## config.mk

```make
export PLATFORM = sky130hd
export DESIGN_NAME = leitor_posicoes_flat
export DESIGN_NICKNAME = d
export VERILOG_FILES = /design/src/rtl/leitor_posicoes_if.sv /design/src/rtl/leitor_posicoes.sv /design/src/flat_wrapper.sv
export SDC_FILE = /design/constraint.sdc
export NUM_CORES = 1
export LEC_CHECK = 0
export ABC_AREA = 1
export CAP_MARGIN = 20
export CELL_PAD_IN_SITES_DETAIL_PLACEMENT = 1
export CELL_PAD_IN_SITES_GLOBAL_PLACEMENT = 1
export CORE_ASPECT_RATIO = 1.5
export CORE_MARGIN = 1
export CORE_UTILIZATION = 31
export DETAILED_ROUTE_END_ITERATION = 8
export PLACE_DENSITY_LB_ADDON = 0.3
export SLEW_MARGIN = 20
export SYNTH_ARGS = -nofsm -noshare
export SYNTH_HDL_FRONTEND = slang
export SYNTH_SLANG_ARGS = --single-unit
```

## constraint.sdc

```tcl
create_clock -name clock -period 2.6 [get_ports clock]
set_input_delay 0.39 -clock clock [delete_from_list [all_inputs] [get_ports clock]]
set_output_delay 0.39 -clock clock [all_outputs]
set_load 0.005 [all_outputs]
```

## src/rtl/leitor_posicoes_if.sv

```systemverilog
// Purpose: bundles the start/done, position-memory read and entry-delivery signals of the position reader.
// Latency: none, wires only.
// Backpressure: carries valido/pronto; the reader holds its entry while pronto is low.
interface leitor_posicoes_if #(
  parameter int N      = 4,
  parameter int ADDR_W = 4
) ();
  logic              iniciar;
  logic              ocupado;
  logic              fim;
  logic [2*N+1:0]    mem_dado;
  logic [ADDR_W-1:0] mem_endereco;
  logic              mem_leitura;
  logic [N-1:0]      coor_x;
  logic [N-1:0]      coor_y;
  logic [1:0]        opcode;
  logic [ADDR_W-1:0] endereco_atual;
  logic              valido;
  logic              pronto;

  // Reader side: drives memory address/enable and the unpacked entry stream.
  modport master (
    input  iniciar, mem_dado, pronto,
    output ocupado, fim, mem_endereco, mem_leitura,
           coor_x, coor_y, opcode, endereco_atual, valido
  );

  // Environment side: memory plus downstream consumer plus controller.
  modport slave (
    output iniciar, mem_dado, pronto,
    input  ocupado, fim, mem_endereco, mem_leitura,
           coor_x, coor_y, opcode, endereco_atual, valido
  );
endinterface

```

## src/rtl/leitor_posicoes.sv

```systemverilog
// Purpose: scans position memory 0..NUM_ENTRIES-1 and unpacks each {x, y, opcode} word for a consumer.
// Latency: first valido 3 cycles after iniciar is sampled; one entry every 3 cycles with pronto high.
// Backpressure: entry, counter and memory port freeze while valido is high and pronto is low.
module leitor_posicoes #(
  parameter int N           = 4,
  parameter int ADDR_W      = 4,
  parameter int NUM_ENTRIES = 16
) (
  input  logic               clock,
  input  logic               reset,
  leitor_posicoes_if.master  bus
);

  typedef enum logic [2:0] {
    OCIOSO,
    LE,
    ESPERA,
    ENTREGA,
    FIM
  } estado_t;

  localparam logic [ADDR_W-1:0] ULTIMO = ADDR_W'(NUM_ENTRIES - 1);

  estado_t           estado_q, estado_d;
  logic [ADDR_W-1:0] cont_q, cont_d;
  logic [N-1:0]      x_q, x_d;
  logic [N-1:0]      y_q, y_d;
  logic [1:0]        op_q, op_d;
  logic [ADDR_W-1:0] end_q, end_d;
  logic              transfere;

  assign transfere = (estado_q == ENTREGA) && bus.pronto;

  // State register; reset aborts any pass without producing fim.
  always_ff @(posedge clock) begin
    if (reset) estado_q <= OCIOSO;
    else       estado_q <= estado_d;
  end

  // Next-state: one read, one wait for the synchronous RAM, then hold until accepted.
  always_comb begin
    estado_d = estado_q;
    case (estado_q)
      OCIOSO:  if (bus.iniciar) estado_d = LE;
      LE:      estado_d = ESPERA;
      ESPERA:  estado_d = ENTREGA;
      ENTREGA: if (transfere) estado_d = (cont_q == ULTIMO) ? FIM : LE;
      FIM:     estado_d = OCIOSO;
      default: estado_d = OCIOSO;
    endcase
  end

  // Datapath next values: counter cleared on start, stepped on a non-final transfer; fields captured as RAM data lands.
  always_comb begin
    cont_d = cont_q;
    x_d    = x_q;
    y_d    = y_q;
    op_d   = op_q;
    end_d  = end_q;
    if (estado_q == OCIOSO && bus.iniciar) cont_d = '0;
    if (transfere && cont_q != ULTIMO)     cont_d = cont_q + 1'b1;
    if (estado_q == ESPERA) begin
      x_d   = bus.mem_dado[2*N+1:N+2];
      y_d   = bus.mem_dado[N+1:2];
      op_d  = bus.mem_dado[1:0];
      end_d = cont_q;
    end
  end

  // Datapath registers; outputs keep their last value outside ENTREGA.
  always_ff @(posedge clock) begin
    if (reset) begin
      cont_q <= '0;
      x_q    <= '0;
      y_q    <= '0;
      op_q   <= '0;
      end_q  <= '0;
    end else begin
      cont_q <= cont_d;
      x_q    <= x_d;
      y_q    <= y_d;
      op_q   <= op_d;
      end_q  <= end_d;
    end
  end

  // Outputs decoded from state; address is forced to 0 whenever no read is issued.
  always_comb begin
    bus.mem_leitura    = (estado_q == LE);
    bus.mem_endereco   = (estado_q == LE) ? cont_q : '0;
    bus.valido         = (estado_q == ENTREGA);
    bus.ocupado        = (estado_q != OCIOSO);
    bus.fim            = (estado_q == FIM);
    bus.coor_x         = x_q;
    bus.coor_y         = y_q;
    bus.opcode         = op_q;
    bus.endereco_atual = end_q;
  end

endmodule

```

## src/flat_wrapper.sv

```systemverilog
// flat-port wrapper written by rule: the top's interface ports become plain ports
module leitor_posicoes_flat 
#(
  parameter int N           = 4,
  parameter int ADDR_W      = 4,
  parameter int NUM_ENTRIES = 16
)
  (clock, reset, bus_iniciar, bus_mem_dado, bus_pronto, bus_ocupado, bus_fim, bus_mem_endereco, bus_mem_leitura, bus_coor_x, bus_coor_y, bus_opcode, bus_endereco_atual, bus_valido);
  leitor_posicoes_if #(.N(N), .ADDR_W(ADDR_W)) bus_i ();
  input  logic clock;
  input  logic reset;
  input wire logic [$bits(bus_i.iniciar)-1:0] bus_iniciar;
  input wire logic [$bits(bus_i.mem_dado)-1:0] bus_mem_dado;
  input wire logic [$bits(bus_i.pronto)-1:0] bus_pronto;
  output wire logic [$bits(bus_i.ocupado)-1:0] bus_ocupado;
  output wire logic [$bits(bus_i.fim)-1:0] bus_fim;
  output wire logic [$bits(bus_i.mem_endereco)-1:0] bus_mem_endereco;
  output wire logic [$bits(bus_i.mem_leitura)-1:0] bus_mem_leitura;
  output wire logic [$bits(bus_i.coor_x)-1:0] bus_coor_x;
  output wire logic [$bits(bus_i.coor_y)-1:0] bus_coor_y;
  output wire logic [$bits(bus_i.opcode)-1:0] bus_opcode;
  output wire logic [$bits(bus_i.endereco_atual)-1:0] bus_endereco_atual;
  output wire logic [$bits(bus_i.valido)-1:0] bus_valido;
  assign bus_i.iniciar = bus_iniciar;
  assign bus_i.mem_dado = bus_mem_dado;
  assign bus_i.pronto = bus_pronto;
  assign bus_ocupado = bus_i.ocupado;
  assign bus_fim = bus_i.fim;
  assign bus_mem_endereco = bus_i.mem_endereco;
  assign bus_mem_leitura = bus_i.mem_leitura;
  assign bus_coor_x = bus_i.coor_x;
  assign bus_coor_y = bus_i.coor_y;
  assign bus_opcode = bus_i.opcode;
  assign bus_endereco_atual = bus_i.endereco_atual;
  assign bus_valido = bus_i.valido;
  leitor_posicoes #(.N(N), .ADDR_W(ADDR_W), .NUM_ENTRIES(NUM_ENTRIES)) u_core (.clock(clock), .reset(reset), .bus(bus_i));
endmodule
```

==> reports/results.txt, run 1 <==
The flow ran to the end, and the final reports show no timing, DRC or antenna violations. After legalization and detailed placement, the total HPWL measured 1820 um. During synthesis, Yosys emitted a total of 0 warnings.

Yosys mapped the design onto 21 distinct sky130hd cell types. The floorplan die width works out to 45.5 um. The multi-input combinational cells in the finished layout cover a total of 385 um^2. The tools report the kind of end point of the critical path as an output pin.

Gates resized during post-CTS repair numbered 0. The run gives 23 as the floorplan row count. No sink is reached through more buffers than the 2 on the longest clock path.

After filler insertion, the fill cell instance count of the layout stands at 342. Final standard cell area without fillers: 0.00130 mm^2. The final cycle utilization of the critical path works out to 80.5%.

The floorplan step defined a die boundary enclosing 0.00305 mm^2. The final number of max-transition violations was 0; the net switching power figure was 316 uW. Counting every net in the synthesized netlist gives 133. The number of antenna diodes in the final layout is 0. The remaining number of nets flagged by the antenna check after routing came out at 0. Synthesis produced 118 cells.

The level count of the clock H-tree was 1. The leakage power of the design was 0.000491 uW. Setup repair after global routing left no endpoint under its margin. Per report_power, the combinational group accounts for 36.0% of the total. The detail-routed via count per cell is 4.76.

The routed design could run at a clock period as short as 2.09 ns. Across the whole layout, storage elements account for 420 um^2. Clock-pin slew on the worst setup and hold paths: 0.07 ns. The fraction of final layout cells sized beyond drive strength 1 was 7.14%; the transition at the pin with the smallest max-transition slack was 0.426 ns. Clock tree synthesis found a total of 21 sinks. The post-route DRC violation count was 0.

The length of the first detailed-routing pass in iterations was 3. The top cell family by delay on the critical path is buffers and inverters. 36 I/O pins were placed. IR analysis of the VDD net gives a maximum drop of 0.390 mV. After the first detailed-routing iteration, the DRC count stood at 16. Counting flops and latches in the post-synthesis netlist gives 21. The signed area change from the synthesized netlist to the final layout is 48.0%, and the sequential cell area fraction in the yosys report is 47.9%.

Across the run, the number of max-cap violations was 0. The total congestion overflow is 0. The tools report the total CTS buffers as 3. The congestion estimate from routability-driven global placement came to 0.837. Based on the critical path, the design can be clocked at up to 0.478 GHz. The logs give 17.4% for the global router's overall resource usage and 32.8% for the effective utilization at floorplan. CTS placed an instance of sky130_fd_sc_hd__clkbuf_8 at the clock tree root. TritonCTS built the clock tree. The die is 67.2 um tall. The delay of the slowest critical-path stage came out at 0.54 ns.

The quantity of hold-fixing buffers added after cts was 0. Power spread over the standard cell area amounts to 769 mW/mm^2. The number of global-route vias before repair came out at 898. On the critical path, the stage with the largest delay is an instance of sky130_fd_sc_hd__clkdlybuf4s50_1. Walking the worst path, the cells encountered are inv_1 > nand3_1 > nor2_1 > clkdlybuf4s50_1. In the final routed layout, each cell accounts on average for 12.6 um.

The count of buffers inserted at the top-level ports was 35; the sum of buffers and inverters on the critical path was 2. The aggregate routed wire length is 2400 um. The share of total power dissipated in the clock network is 21.1%. Entering global routing, the biggest net connects 19 pins. STA puts the critical path data arrival time at 1.70 ns.

For the initial antenna violation count, the log shows 0. The kind of start point of the critical path is a flop. For the final database, setup skew stands at 0.00157 ns.

Setup violations remaining at the end of the flow were counted as 0. Internal power summed over all cells: 685 uW. The worst min-delay path category is flop to flop. The tools report the synthesized cell area as 878 um^2. The number of hold-slack violations in the final timing report was 0; the clock latency on the worst-skew pair was 0.25 ns. The placed standard-cell area was 0.00125 mm^2. The average cell area after synthesis is 7.44 um^2, and the peak fanout along the critical path is 6. The post-CTS setup buffer count is 0. Classification of the worst setup path: flop to output pin. The run gives 910 as the detailed-route via count. The sequential cell fraction of total power was 42.9%.

The tools report the core area as 0.00268 mm^2. The final setup TNS was 0 ns; the required arrival time at the worst endpoint was 2.21 ns. The logs give 170 for the number of nets in the final layout and 3860 um for the global-route wire length before repair.

In this run switching power makes up 31.6% of total power. Headroom to the max-slew limit came out at 71.6%.
[cell usage in the layout (no fill, tap or decap), drive strengths merged]
master / n
clkdlybuf4s50: 35
nor2: 27
dfxtp: 21
o21ai: 16
inv: 14
nand2: 13
nand3: 10
a21oi: 9
clkbuf: 4
nor3: 1
a31oi: 1
nor4: 1
nand4: 1
ha: 1
[cell usage after synthesis]
master,n,share of area (%)
sky130_fd_sc_hd__nor2_4,1,1.3
sky130_fd_sc_hd__o21ai_0,16,9.1
sky130_fd_sc_hd__ha_1,1,1.4
sky130_fd_sc_hd__nor2_2,1,0.71
sky130_fd_sc_hd__nor3_1,1,0.57
sky130_fd_sc_hd__buf_6,1,1.3
sky130_fd_sc_hd__a21oi_2,1,1.0
sky130_fd_sc_hd__nand3_1,9,5.1
sky130_fd_sc_hd__clkbuf_1,1,0.43
sky130_fd_sc_hd__nand2_1,11,4.7
sky130_fd_sc_hd__a31oi_1,1,0.71
sky130_fd_sc_hd__nand4_1,1,0.71
sky130_fd_sc_hd__inv_1,12,5.1
sky130_fd_sc_hd__nor4_1,1,0.71
sky130_fd_sc_hd__inv_2,2,0.86
sky130_fd_sc_hd__clkbuf_2,1,0.57
sky130_fd_sc_hd__nand2_2,2,1.4
sky130_fd_sc_hd__dfxtp_1,21,48
sky130_fd_sc_hd__nand3_2,1,1.1
sky130_fd_sc_hd__a21oi_1,8,4.6
sky130_fd_sc_hd__nor2_1,25,11
[area by class of cell]
class | count | area share, %
clock buffer | 4 | 3.46
inverter | 14 | 4.04
multi-input combinational | 80 | 29.6
sequential | 21 | 32.3
tap | 37 | 3.56
timing repair buffer | 35 | 26.9
[path summary, 6_finish.rpt]
check	from	to	slack [ns]	cells after the start
setup / recovery	u_core.estado_q[1]	bus_mem_endereco[2]	0.51	4
hold / removal	u_core.bus.coor_y[0]	u_core.bus.coor_y[0]	0.49	2
setup reg to reg	u_core.estado_q[2]	u_core.bus.endereco_atual[2]	1.21	5
hold reg to reg	u_core.bus.coor_y[0]	u_core.bus.coor_y[0]	0.49	2
[metal layers]
layer  wire (um)  vias up  GRT usage [%]
met1         956      431           17.7
li1            -      452              -
met4          24        0           9.47
met2        1320       25           32.3
met3         101        2           2.41
met5           0        -              0
[tightest hold or removal path: stages, from the launching register on]
cell	delay, ns
sky130_fd_sc_hd__dfxtp_1	0.33
sky130_fd_sc_hd__nor2_1	0.05
sky130_fd_sc_hd__nor2_1	0.08
[metrics by stage]
step                setup slack [ns]  util, %  hold slack, ns  instances  power [uW]
floorplan                       1.47        -           0.459        118         607
global placement               0.882     46.9           0.464        187         781
detailed placement             0.775     46.9           0.474        187         800
CTS                            0.483     48.6           0.492        191        1020
global route                   0.392     48.6           0.515        191        1070
finish                         0.506     48.6           0.487        191        1000
[flip-flops by register name (all words and copies together), names as in the netlist]
signal and flops:
u_core.cont_q 4, u_core.bus.opcode 2, u_core.bus.coor_x 4, u_core.estado_q 3, u_core.bus.coor_y 4, u_core.bus.endereco_atual 4
[power by group through the flow]
stage / Sequential, uW / Clock, uW / Combinational (uW)
after floorplan: 437 / 0 / 170
after global placement: 431 / 0 / 349
after detailed placement: 437 / 0 / 362
after CTS: 430 / 221 / 366
after global routing: 436 / 236 / 402
final: 429 / 211 / 360
[logic make-up (layout without fill, tap and decap cells)]
group	count (synthesis)	in the layout	synth area share (%)
compound gates	26	26	15.4
fa+ha+maj	1	1	1.42
buf+inv	17	53	8.26
flops	21	21	47.9
simple gates	53	53	27.1
Note: power is estimated with default switching activity, not from simulation.
==> run 2: changes to the inputs <==
--- a/config.mk
+++ b/config.mk
@@ -11,7 +11,7 @@
 export CELL_PAD_IN_SITES_GLOBAL_PLACEMENT = 1
 export CORE_ASPECT_RATIO = 1.5
 export CORE_MARGIN = 1
-export CORE_UTILIZATION = 31
+export CORE_UTILIZATION = 26
 export DETAILED_ROUTE_END_ITERATION = 8
 export PLACE_DENSITY_LB_ADDON = 0.3
 export SLEW_MARGIN = 20
==> constraint.sdc (replaced) <==
create_clock -name clock -period 1.7 [get_ports clock]
set_input_delay 0.255 -clock clock [delete_from_list [all_inputs] [get_ports clock]]
set_output_delay 0.255 -clock clock [all_outputs]
set_load 0.005 [all_outputs]
==> run 2 against run 1 <==
- total power up 59%
- flip-flop and latch count unchanged
- first-iteration DRC count is 81% lower
- worst hold slack worse by 0.0014 ns
- count of clock-buffer cells in the layout fell by 1
- clock skew about the same
- routed wire length increased by 4.6%
- final cell count up 3.7%
- register-to-register slack worse by 0.90 ns
- sequential power grew 57%
- sequential share of layout area down 1.2 points
- die area rose by 18%
- critical endpoint is now bus_ocupado
==> reports/results.txt, run 2 (synthesized netlist as in run 1, its figures left out) <==
The total congestion overflow was 0 (unchanged). The detailed-route wire length per cell was 12.7 um (was 12.6 um). The tools report the clock root buffer master as sky130_fd_sc_hd__clkbuf_8 (unchanged).

The clock-pin slew on the worst setup and hold paths came out at 0.08 ns (was 0.07 ns). For the relative max-transition margin, the log shows 72.0% (was 71.6%). The flow ran to the end, and the final reports show no timing, DRC or antenna violations. The global router's overall resource usage is 13.7% (was 17.4%), and the count of buffers inserted at the top-level ports is 35 (unchanged). The leakage power of the design was 0.000616 uW (was 0.000491 uW). The run gives 0.799 (was 0.837) as the routability-driven placement congestion ratio. Leading cell types in the layout, fill and taps excluded: 29 x sky130_fd_sc_hd__clkdlybuf4s50_1, 22 x sky130_fd_sc_hd__nor2_1, 18 x sky130_fd_sc_hd__dfxtp_1 (was 35 x sky130_fd_sc_hd__clkdlybuf4s50_1, 25 x sky130_fd_sc_hd__nor2_1, 21 x sky130_fd_sc_hd__dfxtp_1).

The number of hold-slack violations in the final timing report was 0 (unchanged); the final number of max-transition violations was 0 (unchanged). The die area was 0.00362 mm^2 (was 0.00305 mm^2). The signed area change from the synthesized netlist to the final layout is 57.7% (was 48.0%), and the non-filler instance count after layout is 198 (was 191). The required arrival time at the worst endpoint was 1.44 ns (was 2.21 ns).

The logs give 2510 um (was 2400 um) for the aggregate routed wire length and 0 (unchanged) for the remaining number of nets flagged by the antenna check after routing. Initial antenna violation count: 0 (unchanged). The detail-routed via count per cell is 4.59 (was 4.76).

The total I/O pin count is 36 (unchanged). For the post-place setup slack, the log shows 0.0698 ns (was 0.775 ns). The commonest non-fill, non-tap cell in the layout is sky130_fd_sc_hd__clkdlybuf4s50_1 (unchanged). The final critical path takes up 97.3% of the cycle.

The DRC marker count from the first detailed-route iteration was 3 (was 16); the data arrival time at the worst-slack endpoint was 1.40 ns (was 1.70 ns). The count of antenna diodes in the layout is 0 (unchanged), and the clock tree skew after final layout is 0.00199 ns (was 0.00157 ns). For the number of nets in the final layout, the log shows 174 (was 170). The worst min-delay path category was flop to flop (unchanged). The run gives 0 (unchanged) as the number of max-cap violations. The tools report the kind of start point of the critical path as a flop (unchanged). Timing would allow up to 0.604 GHz. Kind of end point of the critical path: an output pin (unchanged). The global routing usage on met2 came out at 25.9% (was 32.3%). TritonCTS built the clock tree.

The peak fanout along the critical path was 4 (was 6). For the global-route wire length before repair, the log shows 3830 um (was 3860 um). The floorplan die height works out to 73.2 um (was 67.2 um). The effective utilization at floorplan came out at 27.5% (was 32.8%).

The total CTS buffers is 3 (unchanged). The number of global-route vias before repair is 889 (was 898), and the core area is 0.00319 mm^2 (was 0.00268 mm^2). Count of final setup violators: 0 (unchanged). The fraction of final layout cells sized beyond drive strength 1 was 16.5% (was 7.14%); the level count of the clock H-tree was 1 (unchanged). The logs give 43.4% (was 48.6%) for the final design utilization and 2 (unchanged) for the maximum count of clock buffers along a single path.

The global-route met3 utilization is 2.92% (was 2.41%), and the maximum ir drop on the vdd rail is 0.734 mV (was 0.390 mV). Detailed placement HPWL: 1890 um (was 1820 um). For the largest net degree at the start of global routing, the log shows 19 (unchanged). Post-route DRC violation count: 0 (unchanged). The floorplan die width was 49.5 um (was 45.5 um).

The met1 routing resource usage after global routing is 14.1% (was 17.7%). Total power draw: 1590 uW (was 1000 uW). The length of the first detailed-routing pass in iterations was 4 (was 3).

The final critical-path setup slack was 0.0455 ns (was 0.506 ns); the count of placed standard cells including taps was 192 (was 187). The transition at the pin with the smallest max-transition slack is 0.420 ns (was 0.426 ns), and the quantity of hold-fixing buffers added after cts is 0 (unchanged). The time the final worst path needs with I/O delays and setup was 1.65 ns. For the clock latency on the worst-skew pair, the log shows 0.25 ns (about the same). The most used routing layer is met2 (unchanged).

Detailed-route via count: 908 (was 910). Classification of the worst setup path: flop to output pin (unchanged). The logs give 21 (unchanged) for the clock sink total and 25 (was 23) for the floorplan row count. The power per cell area is 1150 mW/mm^2 (was 769 mW/mm^2), and the final setup TNS is 0 ns (unchanged). Setup repair after global routing left no endpoint under its margin.
==> run 2: cell types whose count changed in the layout (fill, tap and decap cells not counted), sizes merged <==
cell,before,now
buf,0,4
dlygate4sd2,0,1
clkbuf,4,3
clkdlybuf4s50,35,29
clkinv,0,1
dlymetal6s2s,0,5
==> run 2: where the power goes <==
group	leakage (uW)	switching, uW	internal, uW
clock	0.0000255	159	163
combinational	0.000417	279	315
sequential	0.000173	72.8	601
==> run 2: worst max-delay path, stage by stage (launching register included) <==
cell and delay (ns):
sky130_fd_sc_hd__dfxtp_4 0.37, sky130_fd_sc_hd__nor2_2 0.19, sky130_fd_sc_hd__nand2_1 0.11, sky130_fd_sc_hd__clkdlybuf4s50_1 0.47
==> run 2: layer usage <==
| metal | wire (um) | up-vias | share of wire, % |
|---|---|---|---|
| met2 | 1300 | 26 | 52 |
| met1 | 1050 | 417 | 42 |
| met5 | 0 | - | 0 |
| li1 | - | 463 | - |
| met4 | 24 | 0 | 0.96 |
| met3 | 138 | 2 | 5.5 |
==> run 2: final timing paths <==
| path | startpoint | end | slack (ns) | depth (start not counted) |
|---|---|---|---|---|
| hold / removal | u_core.cont_q[2] | u_core.bus.endereco_atual[2] | 0.49 | 2 |
| hold reg to reg | u_core.cont_q[2] | u_core.bus.endereco_atual[2] | 0.49 | 2 |
| setup reg to reg | u_core.estado_q[2] | u_core.bus.endereco_atual[2] | 0.31 | 5 |
| setup / recovery | u_core.estado_q[2] | bus_ocupado | 0.05 | 3 |
==> run 2: layout make-up <==
cell class / instances / area (um^2)
Inverter: 14 / 55.1
Timing Repair Buffer: 39 / 392
Tap cell: 40 / 50.0
Clock inverter: 1 / 5.00
Fill cell: 407 / 1810
Clock buffer: 3 / 41.3
Multi-Input combinational cell: 80 / 410
Sequential cell: 21 / 432
==> run 2: per-stage QoR <==
stage / hold WS, ns / area, um^2
floorplan: 0.324 / 878
global placement: 0.464 / 1270
detailed placement: 0.475 / 1270
CTS: 0.489 / 1340
global route: 0.514 / 1390
finish: 0.485 / 1390
==> run 2: repair_timing <==
action,4_1_cts,5_1_grt
endpoints found under the setup margin,7,6
gates resized for setup,10,11
pin swaps,0,1
buffers inserted,0,2
